File: src/rtl/md_audio_mixer.sv
// md_audio_mixer: NCH-channel stereo mixer with volume, pan and saturation.
// Optional DC blocker after saturation: define MIXER_DC_BLOCK_EN.
module md_audio_mixer #(
  parameter int NCH  = 4,
  parameter int IW   = 16,
  parameter int OW   = 16,
  parameter int VOLW = 4,
  parameter int DCK  = 8
) (
  input  logic               MCLK,
  input  logic               SRES,
  input  logic               SMP_STB,
  input  logic [NCH*IW-1:0]  CH_IN,
  input  logic [NCH*VOLW-1:0] CH_VOL,
  input  logic [NCH*2-1:0]   CH_PAN,
  input  logic               OVR_CLR,
  output logic [OW-1:0]      MOL,
  output logic [OW-1:0]      MOR,
  output logic               OUT_VALID,
  output logic               BUSY,
  output logic               CLIP,
  output logic               OVERRUN
);

  localparam int PW = IW + VOLW + 1;
  localparam int CL = $clog2(NCH);
  localparam int AW = PW + CL;
  localparam int SH = VOLW - 1 + IW - OW;
  localparam int KW = (NCH > 1) ? $clog2(NCH) : 1;
  localparam logic [KW-1:0] KLAST = KW'(NCH - 1);

  typedef enum logic [1:0] {
    IDLE,
    ACC,
    DONE
  } state_t;

  state_t state, state_nx;

  logic [KW-1:0]          k;
  logic signed [IW-1:0]   ch_q  [NCH];
  logic [VOLW-1:0]        vol_q [NCH];
  logic [1:0]             pan_q [NCH];
  logic signed [AW-1:0]   acc_l, acc_r;
  logic signed [AW-1:0]   sum_l, sum_r;
  logic signed [AW-1:0]   shr_l, shr_r;
  logic signed [PW-1:0]   ch_x, vol_x, prod;
  logic signed [AW-1:0]   p_ext;
  logic [OW:0]            res_l, res_r;
  logic                   accept, last;

  // Clamp a wide accumulator to OW bits; MSB of result flags clipping.
  function automatic logic [OW:0] sat_acc(
    input logic signed [AW-1:0] v
  );
    logic [OW:0] r;
    if (v[AW-1:OW-1] == '0 || v[AW-1:OW-1] == '1)
      r = {1'b0, v[OW-1:0]};
    else if (v[AW-1])
      r = {2'b11, {(OW-1){1'b0}}};
    else
      r = {2'b10, {(OW-1){1'b1}}};
    return r;
  endfunction

  assign accept = SMP_STB && (state == IDLE || state == DONE);
  assign last   = (state == ACC) && (k == KLAST);
  assign BUSY   = (state == ACC);

  // State register.
  always_ff @(posedge MCLK) begin
    if (SRES) state <= IDLE;
    else      state <= state_nx;
  end

  // Next-state logic: strobes are taken in IDLE and DONE only.
  always_comb begin
    state_nx = state;
    unique case (state)
      IDLE:    if (accept) state_nx = ACC;
      ACC:     if (last) state_nx = DONE;
      DONE:    state_nx = accept ? ACC : IDLE;
      default: state_nx = IDLE;
    endcase
  end

  // Latch the channel inputs at the start of a mix.
  always_ff @(posedge MCLK) begin
    if (SRES) begin
      for (int i = 0; i < NCH; i++) begin
        ch_q[i]  <= '0;
        vol_q[i] <= '0;
        pan_q[i] <= '0;
      end
    end else if (accept) begin
      for (int i = 0; i < NCH; i++) begin
        ch_q[i]  <= CH_IN[i*IW +: IW];
        vol_q[i] <= CH_VOL[i*VOLW +: VOLW];
        pan_q[i] <= CH_PAN[i*2 +: 2];
      end
    end
  end

  // Channel index walks 0..NCH-1 during ACC.
  always_ff @(posedge MCLK) begin
    if (SRES)             k <= '0;
    else if (accept)      k <= '0;
    else if (state == ACC) k <= k + KW'(1);
  end

  // Product of the current channel and the running sums including it.
  always_comb begin
    ch_x  = PW'(ch_q[k]);
    vol_x = PW'({1'b0, vol_q[k]});
    prod  = ch_x * vol_x;
    p_ext = AW'(prod);
    sum_l = acc_l + (pan_q[k][1] ? p_ext : '0);
    sum_r = acc_r + (pan_q[k][0] ? p_ext : '0);
    shr_l = sum_l >>> SH;
    shr_r = sum_r >>> SH;
    res_l = sat_acc(shr_l);
    res_r = sat_acc(shr_r);
  end

  // Accumulators clear on acceptance and add one channel per ACC cycle.
  always_ff @(posedge MCLK) begin
    if (SRES || accept) begin
      acc_l <= '0;
      acc_r <= '0;
    end else if (state == ACC) begin
      acc_l <= sum_l;
      acc_r <= sum_r;
    end
  end

  // Sticky overrun; a new overrun strobe beats a clear.
  always_ff @(posedge MCLK) begin
    if (SRES)
      OVERRUN <= 1'b0;
    else if (SMP_STB && state == ACC)
      OVERRUN <= 1'b1;
    else if (OVR_CLR)
      OVERRUN <= 1'b0;
  end

`ifdef MIXER_DC_BLOCK_EN

  localparam int BW = OW + 2;

  logic signed [OW-1:0] x_l, x_r;
  logic signed [OW-1:0] xp_l, xp_r;
  logic signed [OW-1:0] yp_l, yp_r;
  logic                 clip_q, mid_valid;
  logic [OW:0]          y_l, y_r;

  // y = sat(x - xp + yp - (yp >>> DCK)); MSB flags clipping.
  function automatic logic [OW:0] dc_blk(
    input logic signed [OW-1:0] x,
    input logic signed [OW-1:0] xp,
    input logic signed [OW-1:0] yp
  );
    logic signed [BW-1:0] s;
    logic [OW:0] r;
    s = BW'(x) - BW'(xp) + BW'(yp) - (BW'(yp) >>> DCK);
    if (s[BW-1:OW-1] == '0 || s[BW-1:OW-1] == '1)
      r = {1'b0, s[OW-1:0]};
    else if (s[BW-1])
      r = {2'b11, {(OW-1){1'b0}}};
    else
      r = {2'b10, {(OW-1){1'b1}}};
    return r;
  endfunction

  // Blocker outputs from the staged saturated samples.
  always_comb begin
    y_l = dc_blk(x_l, xp_l, yp_l);
    y_r = dc_blk(x_r, xp_r, yp_r);
  end

  // Stage the saturated mix as the blocker input.
  always_ff @(posedge MCLK) begin
    if (SRES) begin
      x_l       <= '0;
      x_r       <= '0;
      clip_q    <= 1'b0;
      mid_valid <= 1'b0;
    end else begin
      mid_valid <= last;
      if (last) begin
        x_l    <= res_l[OW-1:0];
        x_r    <= res_r[OW-1:0];
        clip_q <= res_l[OW] | res_r[OW];
      end
    end
  end

  // Blocker state and registered outputs.
  always_ff @(posedge MCLK) begin
    if (SRES) begin
      xp_l      <= '0;
      xp_r      <= '0;
      yp_l      <= '0;
      yp_r      <= '0;
      MOL       <= '0;
      MOR       <= '0;
      OUT_VALID <= 1'b0;
      CLIP      <= 1'b0;
    end else begin
      OUT_VALID <= mid_valid;
      CLIP      <= mid_valid &
                   (clip_q | y_l[OW] | y_r[OW]);
      if (mid_valid) begin
        xp_l <= x_l;
        xp_r <= x_r;
        yp_l <= y_l[OW-1:0];
        yp_r <= y_r[OW-1:0];
        MOL  <= y_l[OW-1:0];
        MOR  <= y_r[OW-1:0];
      end
    end
  end

`else

  logic unused_dck;
  assign unused_dck = ^DCK;

  // Registered outputs load as the mix leaves ACC.
  always_ff @(posedge MCLK) begin
    if (SRES) begin
      MOL       <= '0;
      MOR       <= '0;
      OUT_VALID <= 1'b0;
      CLIP      <= 1'b0;
    end else begin
      OUT_VALID <= last;
      CLIP      <= last & (res_l[OW] | res_r[OW]);
      if (last) begin
        MOL <= res_l[OW-1:0];
        MOR <= res_r[OW-1:0];
      end
    end
  end

`endif

endmodule

File: config.mk
export PLATFORM = sky130hd
export DESIGN_NAME = md_audio_mixer
export DESIGN_NICKNAME = d
export VERILOG_FILES = /design/src/rtl/md_audio_mixer.sv
export SDC_FILE = /design/constraint.sdc
export NUM_CORES = 1
export LEC_CHECK = 0
export ABC_AREA = 1
export ABC_CLOCK_PERIOD_IN_PS = 16700
export BUFFER_PORTS_ARGS = -buffer_cell sky130_fd_sc_hd__buf_2
export CAP_MARGIN = 20
export CORE_MARGIN = 2
export CORE_UTILIZATION = 45
export DETAILED_ROUTE_END_ITERATION = 16
export MAX_ROUTING_LAYER = met4
export PLACE_DENSITY_LB_ADDON = 0.08
export SLEW_MARGIN = 15
export SYNTH_ARGS = -nofsm -noshare
export SYNTH_HDL_FRONTEND = slang
export SYNTH_SLANG_ARGS = --single-unit
export TNS_END_PERCENT = 1
File: constraint.sdc
create_clock -name MCLK -period 16.7 [get_ports MCLK]
set_input_delay 2.505 -clock MCLK [delete_from_list [all_inputs] [get_ports MCLK]]
set_output_delay 2.505 -clock MCLK [all_outputs]
set_load 0.02 [all_outputs]
==> results of run 1 <==
-- routing by layer --
layer,vias up,GRT usage (%),part of all wire (%)
met2,231,39.4,48
li1,5607,-,-
met3,31,2.28,3.5
met1,5131,30.3,47
met4,0,6.48,1.7
met5,-,-,0
-- logic make-up after synthesis --
group                      count (synthesis)
and+or+nand+nor                          709
xor gates and xnor gates                  47
adders and majority gates                120
buffers and inverters                    359
DFF                                      175
AOI/OAI and AO/OA                        283
-- cell type report --
cell class | instances | area (um2)
antenna | 1 | 2.50
sequential | 175 | 4380
timing repair buffer | 131 | 666
fill | 2853 | 13500
inverter | 303 | 1150
multi-input combinational | 1159 | 6880
clock buffer | 17 | 425
clock inverter | 15 | 203
tap | 378 | 473
-- placed cells by master, fill, tap and decap left out, types with 3 or more instances in the layout --
cell type / n
clkbuf_16: 17
o21a_1: 4
nand3_2: 12
edfxtp_1: 88
a31oi_1: 4
a21o_1: 3
a21oi_1: 103
o211ai_1: 8
xor2_1: 31
nand4_1: 23
dfxtp_1: 87
nand2_1: 273
buf_2: 127
nand2_2: 16
o21ai_1: 9
inv_1: 292
fa_1: 35
inv_2: 7
nand2_4: 6
nor2_1: 305
nand3_1: 54
nor3_1: 4
ha_1: 85
nand3_4: 3
a21oi_2: 22
inv_6: 5
a32oi_1: 14
o21bai_1: 10
xnor2_1: 16
inv_8: 3
o21ai_0: 97
buf_4: 4
clkinv_8: 4
inv_4: 3
-- through the flow --
step	cell area (um2)	worst slack, ns	std cells	hold slack [ns]	total power [mW]
6_report	14200	9.39	2179	0.471	1.49
5_1_grt	14200	8.66	2179	0.515	1.59
4_1_cts	14200	9.40	2178	0.478	1.50
3_5_place_dp	13600	9.44	2146	0.465	1.07
3_3_place_gp	13600	9.60	2146	0.455	1.06
2_1_floorplan	12700	10.80	1693	0.474	0.915
-- cell usage after synthesis (all sizes together) (3+ instances only) --
library cell | count | share of area (%)
nor3 | 6 | 0.32
buf | 15 | 0.91
a32oi | 14 | 0.97
nand4 | 23 | 1.1
o21bai | 10 | 0.59
xor2 | 31 | 2.1
fa | 35 | 5.5
a21oi | 125 | 5.6
a31oi | 4 | 0.20
a21boi | 3 | 0.18
edfxtp | 88 | 21
dfxtp | 87 | 14
clkbuf | 41 | 1.2
nand3 | 69 | 3.4
ha | 85 | 8.4
o21a | 4 | 0.24
nor2 | 309 | 9.3
o21ai | 106 | 4.2
nand2 | 295 | 9.4
a21o | 3 | 0.18
inv | 302 | 9.1
xnor2 | 16 | 1.1
o211ai | 8 | 0.47
-- state kept, by name, summed over array words and instances (netlist names), named ones only --
name and count:
CLIP 1, k 2, OUT_VALID 1, vol_q 16
acc_l 23, pan_q 8, ch_q 64, state 2
acc_r 23, MOR 16, MOL 16, OVERRUN 1
-- worst paths after layout --
kind | from | end | slack [ns] | cells after the start
worst max-delay path | flip-flop | MOR[2] | 9.39 | 34
worst min-delay path | OVERRUN | OVERRUN | 0.47 | 2
worst max register to register | flip-flop | MOR[2] | 9.39 | 34
worst min register to register | OVERRUN | OVERRUN | 0.47 | 2
-- worst reg2reg max path, delay by kind of cell (launching register included) --
kind                     cells  cell delay, ns
AO/OA/AOI/OAI               10            1.72
AND/OR/NAND/NOR             12            1.28
adder cells (fa/ha/maj)      5            2.12
buffers and inverters        6            1.46
XOR/XNOR                     1            0.27
flip-flops                   1            0.31
-- power by group through the flow --
stage	Sequential [mW]	Combinational (mW)	Clock (mW)
after floorplan	0.505	0.410	0
after CTS	0.498	0.561	0.442
after global routing	0.502	0.631	0.458
after detailed placement	0.508	0.559	0
after global placement	0.508	0.556	0
final	0.498	0.560	0.432
==> results.md, run 1 <==
- Placer congestion estimate: 0.934
- Worst Hold Class: flip-flop to flip-flop
- DR WL/cell: 15.1 um
- Largest family of logic cells by synthesized area: simple AND/OR/NAND/NOR gates
- DRT Wirelength: 32.9 mm
- Core Footprint: 0.0277 mm2
- CP max stage delay: 0.54 ns
- Share of async-settable or async-resettable flops after synthesis: 0%
- CP max-delay cell: fa_1
- Gr usage total: 23.5%
- Synth warn: 0
- Post-CTS Resized: 0
- Routed vias: 11000
- Final worst path period need: 7.31 ns
- Slew @ Worst Pin: 1.08 ns
- Post-DP HPWL: 25.4 mm
- Adder-cell area share of the yosys netlist: 13.9%
- First-pass GRT wire length: 52.6 mm
- Max Cap Viol: 0
- Slew HR: 28.2%
- Final Slew Violations: 0
- Worst Path Buf+Inv: 6
- Largest net degree at the start of global routing: 90
- P&R area growth vs syn: 12.1%
- Clock network power share: 29.0%
- Number of synthesized flops with an enable pin: 88
- Nets@finish: 1999
- Syn avg cell area: 7.48 um2
- Compound-Gate Fraction of Synth Area: 13.0%
- Crit path max fanout: 45
- Syn Inst Count: 1693
- Worst EP arrival: 7.61 ns
- Area of the die: 0.0295 mm2
- CP Launch Type: flip-flop
- Status: finished clean
- Switching share of power: 41.0%
- Leakage: 7.40 nW
- Post-synthesis xor/xnor area fraction: 3.25%
- Simple-gate share of the synthesized area: 24.0%
- Remaining Overflow, GRT: 0
- Highest Clock Rate: 137 MHz
- Width of the die: 172 um
- H-tree levels: 4
- Die height: 172 um
- Postcts setup bufs: 0
- Synthesis-stage register bit count: 175
- Router iterations before antenna repair: 5
- Synth Flop Type: edfxtp_1
- Top cell by count, worst path: nand2_1
- CP Capture Type: flip-flop
- Mux cell area share after synthesis: 0%
- Flop pwr share: 33.4%
- CTS Buf Count: 17
- Syn Nets: 1905
- CTS tree: done
- CTS max path bufs: 2
- Buffers on Ports: 127
- Post-Syn Area: 0.0127 mm2
- Final Hold Violating Endpoints: 0
- DR DRC count: 0
- PwrDens: 105 mW/mm2
- VDD IR-drop max: 64.5 uV
- Delay-heaviest family, CP: adder cells
- Row count: 61
- DR iter-0 viols: 594
- Switching pwr: 0.612 mW
- Post-synthesis sequential area ratio: 34.6%
- # setup viols final: 0
- I/O Pins: 128
- Clock Pin Slew Worst Setup and Hold Paths: 0.08 ns
- Clock net sink count: 175
- Vias in the first global route: 10300
- Synth cell types: 48
- WP data required: 17.00 ns
- Fin crit share: 43.8%
- Share of cells above drive strength 1: 13.4%
- Final ANT Viol Nets: 0
- Combinational power share: 37.6%
- Hold bufs inserted after CTS: 0
- Int Power: 0.879 mW
- Root Driver: clkbuf_16
- Kind of critical path: flip-flop to flip-flop
- Initial Utilization: 45.7%
- Initial antenna violation count: 1
- Clock Latency Late Sink: 0.44 ns
- Setup_tns: 0 ns
- Vias per inst: 5.05
- Post-layout util: 51.2%
- RSZ-0062 raised after global routing: no
- Clock Skew: 0.0190 ns
Note: power is estimated with default switching activity, not from simulation.
==> run 2, diff against run 1 <==
--- a/config.mk
+++ b/config.mk
@@ -6,7 +6,7 @@
 export NUM_CORES = 1
 export LEC_CHECK = 0
 export ABC_AREA = 1
-export ABC_CLOCK_PERIOD_IN_PS = 16700
+export ABC_CLOCK_PERIOD_IN_PS = 7200
 export BUFFER_PORTS_ARGS = -buffer_cell sky130_fd_sc_hd__buf_2
 export CAP_MARGIN = 20
 export CORE_MARGIN = 2
==> constraint.sdc (replaced) <==
create_clock -name MCLK -period 7.2 [get_ports MCLK]
set_input_delay 1.08 -clock MCLK [delete_from_list [all_inputs] [get_ports MCLK]]
set_output_delay 1.08 -clock MCLK [all_outputs]
set_load 0.02 [all_outputs]
==> run 2 against run 1 <==
Final cell count up 0.32%; maximum frequency up 9.5%; first-iteration DRC count down 11%; core utilization up 0.47 points; design area up 0.91%; total power up 130%; non-clock buffer count up 8; sequential cell count unchanged; sequential power up 130%; sequential share of layout area down 0.24 points.
==> results.md, run 2 (synthesis gave the netlist of run 1 again) <==
- Switching share of power: 41.4% (+0.39 points)
- Non-filler cells, final: 2186 (+0.32%)
- Post-DP HPWL: 24.1 mm (-5.4%)
- N_diodes: 0 (-1)
- Largest net degree at the start of global routing: 90 (unchanged)
- Initial antenna violation count: 0 (-1)
- PwrDens: 243 mW/mm2 (+130%)
- Status: finished clean
- Placed insts: 2153 (+0.33%)
- Flop pwr share: 33.2% (-0.2 points)
- Max Cap Viol: 0 (unchanged)
- Final worst path period need: 6.68 ns (-0.633 ns)
- CP max stage delay: 0.53 ns (about the same)
- DR DRC count: 0 (unchanged)
- Final ANT Viol Nets: 0 (unchanged)
- Area of the die: 0.0295 mm2 (unchanged)
- P&R area growth vs syn: 13.1%
- Finished Cell Area: 0.0143 mm2 (+0.91%)
- Slew @ Worst Pin: 0.996 ns (-0.0817 ns)
- Max FFs per register: 64 (unchanged)
- Leakage: 7.45 nW (+0.71%)
- Combinational power share: 37.3% (-0.3 points)
- Switching pwr: 1.44 mW (+140%)
- Clock Pin Slew Worst Setup and Hold Paths: 0.09 ns (about the same)
- Worst Hold Slack: 0.467 ns (-0.00401 ns)
- Largest register by flop count: ch_q
- DRT Wirelength: 31.1 mm (-5.5%)
- DR iter-0 viols: 527 (-11%)
- Hold bufs inserted after CTS: 0 (unchanged)
- Placer congestion estimate: 0.915 (-2.1%)
- # setup viols final: 0 (unchanged)
- Highest Clock Rate: 150 MHz (+9.5%)
- Depth of the most critical reg-to-reg path: 34 (unchanged)
- DR WL/cell: 14.2 um (-5.8%)
- I/O Pins: 128 (unchanged)
- CTS Buf Count: 17 (unchanged)
- Gr usage total: 22.1% (-1.3 points)
- Vias per inst: 4.92 (-2.4%)
- Int Power: 2.04 mW (+130%)
- Vias in the first global route: 10100 (-2.3%)
- Row count: 61 (unchanged)
- Setup slack, reg-to-reg: 0.52 ns (-8.87 ns)
- Crit path max fanout: 23 (-49%)
- Largest regs: ch_q x64, acc_l x23, acc_r x23
- Clock Latency Late Sink: 0.45 ns (about the same)
- Final Slew Violations: 0 (unchanged)
- Fin crit share: 92.7% (+49 points)
- VDD IR-drop max: 132 uV (+110%)
- Clock network power share: 29.5% (+0.5 points)
- Place WS: 0.189 ns (-9.25 ns)
- CTS tree: done
- Initial Utilization: 45.7% (unchanged)
- First-pass GRT wire length: 50.3 mm (-4.3%)
- CP Capture Type: flip-flop
- Routed vias: 10800 (-2.1%)
- Router iterations before antenna repair: 5 (unchanged)
- Remaining Overflow, GRT: 0 (unchanged)
- Root Driver: clkbuf_16
- Commonest non-fill, non-tap cells in the layout: nor2_1 (304), inv_1 (290), nand2_1 (273), buf_2 (127), a21oi_1 (103)
- WP data required: 7.53 ns (-9.47 ns)
- RSZ-0062 raised after global routing: no
- Share of cells above drive strength 1: 14.2% (+0.83 points)
- CTS max path bufs: 2 (unchanged)
- Fillers: 2793 (-2.1%)
- H-tree levels: 4 (unchanged)
- Setup_tns: 0 ns (unchanged)
- Worst Hold Class: flip-flop to flip-flop
- Nets@finish: 2007 (+0.40%)
- Clock net sink count: 175 (unchanged)
- Slew HR: 33.6% (+5.4 points)
- Final Hold Violating Endpoints: 0 (unchanged)
- Placed inst area: 0.0136 mm2 (+0.36%)
- Clock Skew: 0.0206 ns (+0.00156 ns)
- Core Footprint: 0.0277 mm2 (unchanged)
- Width of the die: 172 um (unchanged)
- Kind of critical path: flip-flop to flip-flop
- CP Launch Type: flip-flop
- Most common cell after layout, fill and taps aside: nor2_1
- Fin worst setup slack: 0.523 ns (-8.87 ns)
- Worst EP arrival: 7.01 ns (-0.60 ns)
- CP max-delay cell: fa_1
- Buffers on Ports: 127 (unchanged)
- Hold Path Stages: 2 (unchanged)
- Die height: 172 um (unchanged)
==> run 2: cell types whose count changed in the layout (fill, tap and decap cells not counted), moves of 2 or more <==
cell	previous run	this run
inv_12	2	5
buf_4	4	10
inv_6	5	3
buf_6	0	2
clkinv_8	4	6
dfxtp_1	87	85
inv_1	292	290
==> run 2: metrics by stage <==
stage	power [mW]	utilization (%)
finish	3.48	51.7
global route	3.71	51.7
CTS	3.49	51.4
detailed placement	2.46	49.1
global placement	2.45	49.1
floorplan	2.12	-
==> run 2: power by group through the flow <==
stage / clock [mW] / sequential (mW) / combinational [mW]
finish: 1.02 / 1.16 / 1.30
global route: 1.08 / 1.16 / 1.46
CTS: 1.04 / 1.16 / 1.29
detailed placement: 0 / 1.18 / 1.28
global placement: 0 / 1.18 / 1.27
floorplan: 0 / 1.17 / 0.951
==> run 2: repair_timing <==
item / in CTS / in global routing
gates resized for setup: 0 / 20
endpoints found under the hold margin: 0 / 0
endpoints found under the setup margin: 0 / 35
setup buffers: 0 / 1
==> run 2: path summary, 6_finish.rpt <==
check,end,start
setup / recovery,MOL[4],flip-flop
hold / removal,OVERRUN,OVERRUN
setup reg to reg,MOL[4],flip-flop
hold reg to reg,OVERRUN,OVERRUN
==> run 2: worst max-delay path, delay by kind of cell, from the launching register on <==
kind                       cells  cell delay (ns)
DFF                            1             0.41
xor gates and xnor gates       1             0.29
adders and majority gates      5             2.06
buffers and inverters          7             0.81
AOI/OAI and AO/OA              7             1.42
and+or+nand+nor               14             1.52
==> run 2: per-layer routing <==
| layer | global-route usage, % | part of all wire [%] | up-vias |
|---|---|---|---|
| li1 | - | - | 5615 |
| met1 | 28.5 | 48 | 4909 |
| met2 | 37.5 | 48 | 214 |
| met3 | 2.23 | 3.5 | 28 |
| met4 | 5.45 | 1.4 | 0 |
| met5 | - | 0 | - |
==> run 2: cell type report <==
type	count	area [um2]	area share, %
multi-input combinational	1159	6900	48.2
sequential	175	4390	30.7
inverter	303	1170	8.16
timing repair buffer	139	733	5.12
tap	378	473	3.30
clock buffer	17	425	2.97
clock inverter	15	223	1.56
==> run 3, diff against run 2 <==
--- a/config.mk
+++ b/config.mk
@@ -14,6 +14,7 @@
 export DETAILED_ROUTE_END_ITERATION = 16
 export MAX_ROUTING_LAYER = met4
 export PLACE_DENSITY_LB_ADDON = 0.08
+export RECOVER_POWER = 50
 export SLEW_MARGIN = 15
 export SYNTH_ARGS = -nofsm -noshare
 export SYNTH_HDL_FRONTEND = slang
==> run 3 against run 2 <==
The flow now finishes with violations (max-capacitance violations, max-slew violations); register-to-register slack barely moved; wire length rose by 0.30%; critical path depth did not move; largest cell class unchanged; die area did not move; clock power barely moved; final cell count did not move; global-route usage did not move; sequential share of layout area rose by 0.16 points; sequential power barely moved; hold slack improved by 0.0015 ns.
==> results.md, run 3 (synthesis gave the netlist of run 1 again) <==
- Status: finished with violations
- Failing checks: max-capacitance violations, max-slew violations
- Worst Hold Class: flip-flop to flip-flop
- Worst Path Buf+Inv: 7 (unchanged)
- CP max-delay cell: fa_1
- Worst EP arrival: 7.01 ns (about the same)
- Clock net sink count: 175 (unchanged)
- Max Cap Viol: 4 (+4)
- Largest register by flop count: ch_q
- DR DRC count: 0 (unchanged)
- DRT Wirelength: 31.2 mm (+0.30%)
- CP max stage delay: 0.53 ns (about the same)
- Remaining Overflow, GRT: 0 (unchanged)
- Max FFs per register: 64 (unchanged)
- DR iter-0 viols: 525 (-0.38%)
- CTS max path bufs: 2 (unchanged)
- Register Area: 0.00439 mm2 (unchanged)
- Total design power: 3.48 mW (about the same)
- Final ANT Viol Nets: 0 (unchanged)
- CP Launch Type: flip-flop
- VDD IR-drop max: 132 uV (-0.19%)
- Fin crit share: 92.7% (about the same)
- Multi-input gate area: 0.00689 mm2 (-0.18%)
- Area of the die: 0.0295 mm2 (unchanged)
- Placer congestion estimate: 0.915 (unchanged)
- I/O Pins: 128 (unchanged)
- Slew @ Worst Pin: 3.01 ns (+2.01 ns)
- Largest net degree at the start of global routing: 90 (unchanged)
- Most common cell after layout, fill and taps aside: nor2_1
- PwrDens: 244 mW/mm2 (+0.56%)
- Fillers: 2819 (+0.93%)
- Row count: 61 (unchanged)
- Clock Pin Slew Worst Setup and Hold Paths: 0.08 ns (about the same)
- Clock Latency Late Sink: 0.45 ns (about the same)
- Largest regs: ch_q x64, acc_l x23, acc_r x23
- Hold bufs inserted after CTS: 0 (unchanged)
- Router iterations before antenna repair: 5 (unchanged)
- Final worst path period need: 6.68 ns (+0.00116 ns)
- Core Footprint: 0.0277 mm2 (unchanged)
- Final Slew Violations: 255 (+255)
- Commonest non-fill, non-tap cells in the layout: nor2_1 (304), inv_1 (290), nand2_1 (273), a21oi_1 (103), o21ai_0 (97)
- # setup viols final: 0 (unchanged)
- Initial antenna violation count: 0 (unchanged)
- CP Capture Type: flip-flop
- Final Hold Violating Endpoints: 0 (unchanged)
- Routed vias: 10800 (+0.0093%)
- Post-DP HPWL: 24.1 mm (unchanged)
- P&R area growth vs syn: 12.5%
- CTS tree: done
- H-tree levels: 4 (unchanged)
- Nets@finish: 2007 (unchanged)
- Root Driver: clkbuf_16
- First-pass GRT wire length: 50.3 mm (unchanged)
- Setup slack, reg-to-reg: 0.52 ns (about the same)
- Depth of the most critical reg-to-reg path: 34 (unchanged)
- Share of cells above drive strength 1: 11.9% (-2.3 points)
- DR WL/cell: 14.3 um (+0.30%)
- Slew HR: -101% (-130 points)
- Gr usage total: 22.1% (unchanged)
- Buffers on Ports: 127 (unchanged)
- Kind of critical path: flip-flop to flip-flop
- RSZ-0062 raised after global routing: no
- Setup_tns: 0 ns (unchanged)
- Die height: 172 um (unchanged)
- Highest Clock Rate: 150 MHz (about the same)
- Vias per inst: 4.93 (about the same)
- Initial Utilization: 45.7% (unchanged)
- Vias in the first global route: 10100 (unchanged)
- Reg-to-reg endpoint: MOL[4]
- WP depth: 34 (unchanged)
- CTS Buf Count: 17 (unchanged)
- N_diodes: 0 (unchanged)
- Crit path max fanout: 23 (unchanged)
- WP data required: 7.53 ns (about the same)
- Crit path to: MOL[4]
- Leakage: 7.27 nW (-2.4%)
- Clock Skew: 0.0199 ns (-0.000684 ns)
- Width of the die: 172 um (unchanged)
- Delay-heaviest family, CP: adder cells
## run 3: cell count changes in the layout (fill, tap and decap cells not counted)
cell / delta
clkbuf_1: +40
buf_2: -37
buf_4: -4
clkbuf_2: +1
clkinvlp_2: +1
inv_4: -1
nand3_1: +1
nand3_4: -1
## run 3: worst min path at each step
stage                         start        end  slack (ns)  cells after the start
final                       OVERRUN    OVERRUN        0.47                      2
after global routing        OVERRUN    OVERRUN        0.49                      2
after CTS                   OVERRUN    OVERRUN        0.48                      2
after detailed placement    OVERRUN    OVERRUN        0.45                      2
after global placement      OVERRUN    OVERRUN        0.46                      2
after floorplan           acc_r[19]  acc_r[19]        0.47                      2
## run 3: what timing repair did
action                                  4_1_cts  5_1_grt
setup buffers                                 0        1
gates resized for setup                       0       20
endpoints found under the setup margin        0       35
## run 3: worst min-delay path: stages (launching register included)
cell and delay, ns:
dfxtp_1 0.32, nand2_1 0.06, a21oi_1 0.05
## run 3: stage by stage
stage	instances	utilization (%)	setup WS [ns]	hold WS [ns]	instance area, um2
finish	2186	51.4	0.522	0.469	14200
CTS	2185	51.4	0.112	0.475	14200
detailed placement	2153	49.1	0.189	0.454	13600
floorplan	1693	-	1.30	0.474	12700
global placement	2153	49.1	0.185	0.457	13600
global route	2186	51.4	0.0302	0.490	14200
## run 3: where the power goes
part	switching, mW	total, mW	internal, mW
Sequential	0.0322	1.16	1.13
Clock	0.530	1.02	0.494
Combinational	0.876	1.30	0.422
Total	1.44	3.48	2.04
## run 3: routing by layer
layer  vias up  track usage, %  wire (um)
li1       5619               -          -
met1      4895            28.5      14900
met2       223            37.5      14800
met3        30            2.23       1030
met4         0            5.45        451
met5         -               -          0
## run 3: final cells by class
| class | instances | share of cell area, % |
|---|---|---|
| repair buffers | 139 | 4.73 |
| inverters | 303 | 8.19 |
| flip-flops and latches | 175 | 30.8 |
| multi-input cells | 1159 | 48.4 |
| well taps | 378 | 3.32 |
| clock buffers | 17 | 2.99 |
| clock inverters | 15 | 1.56 |
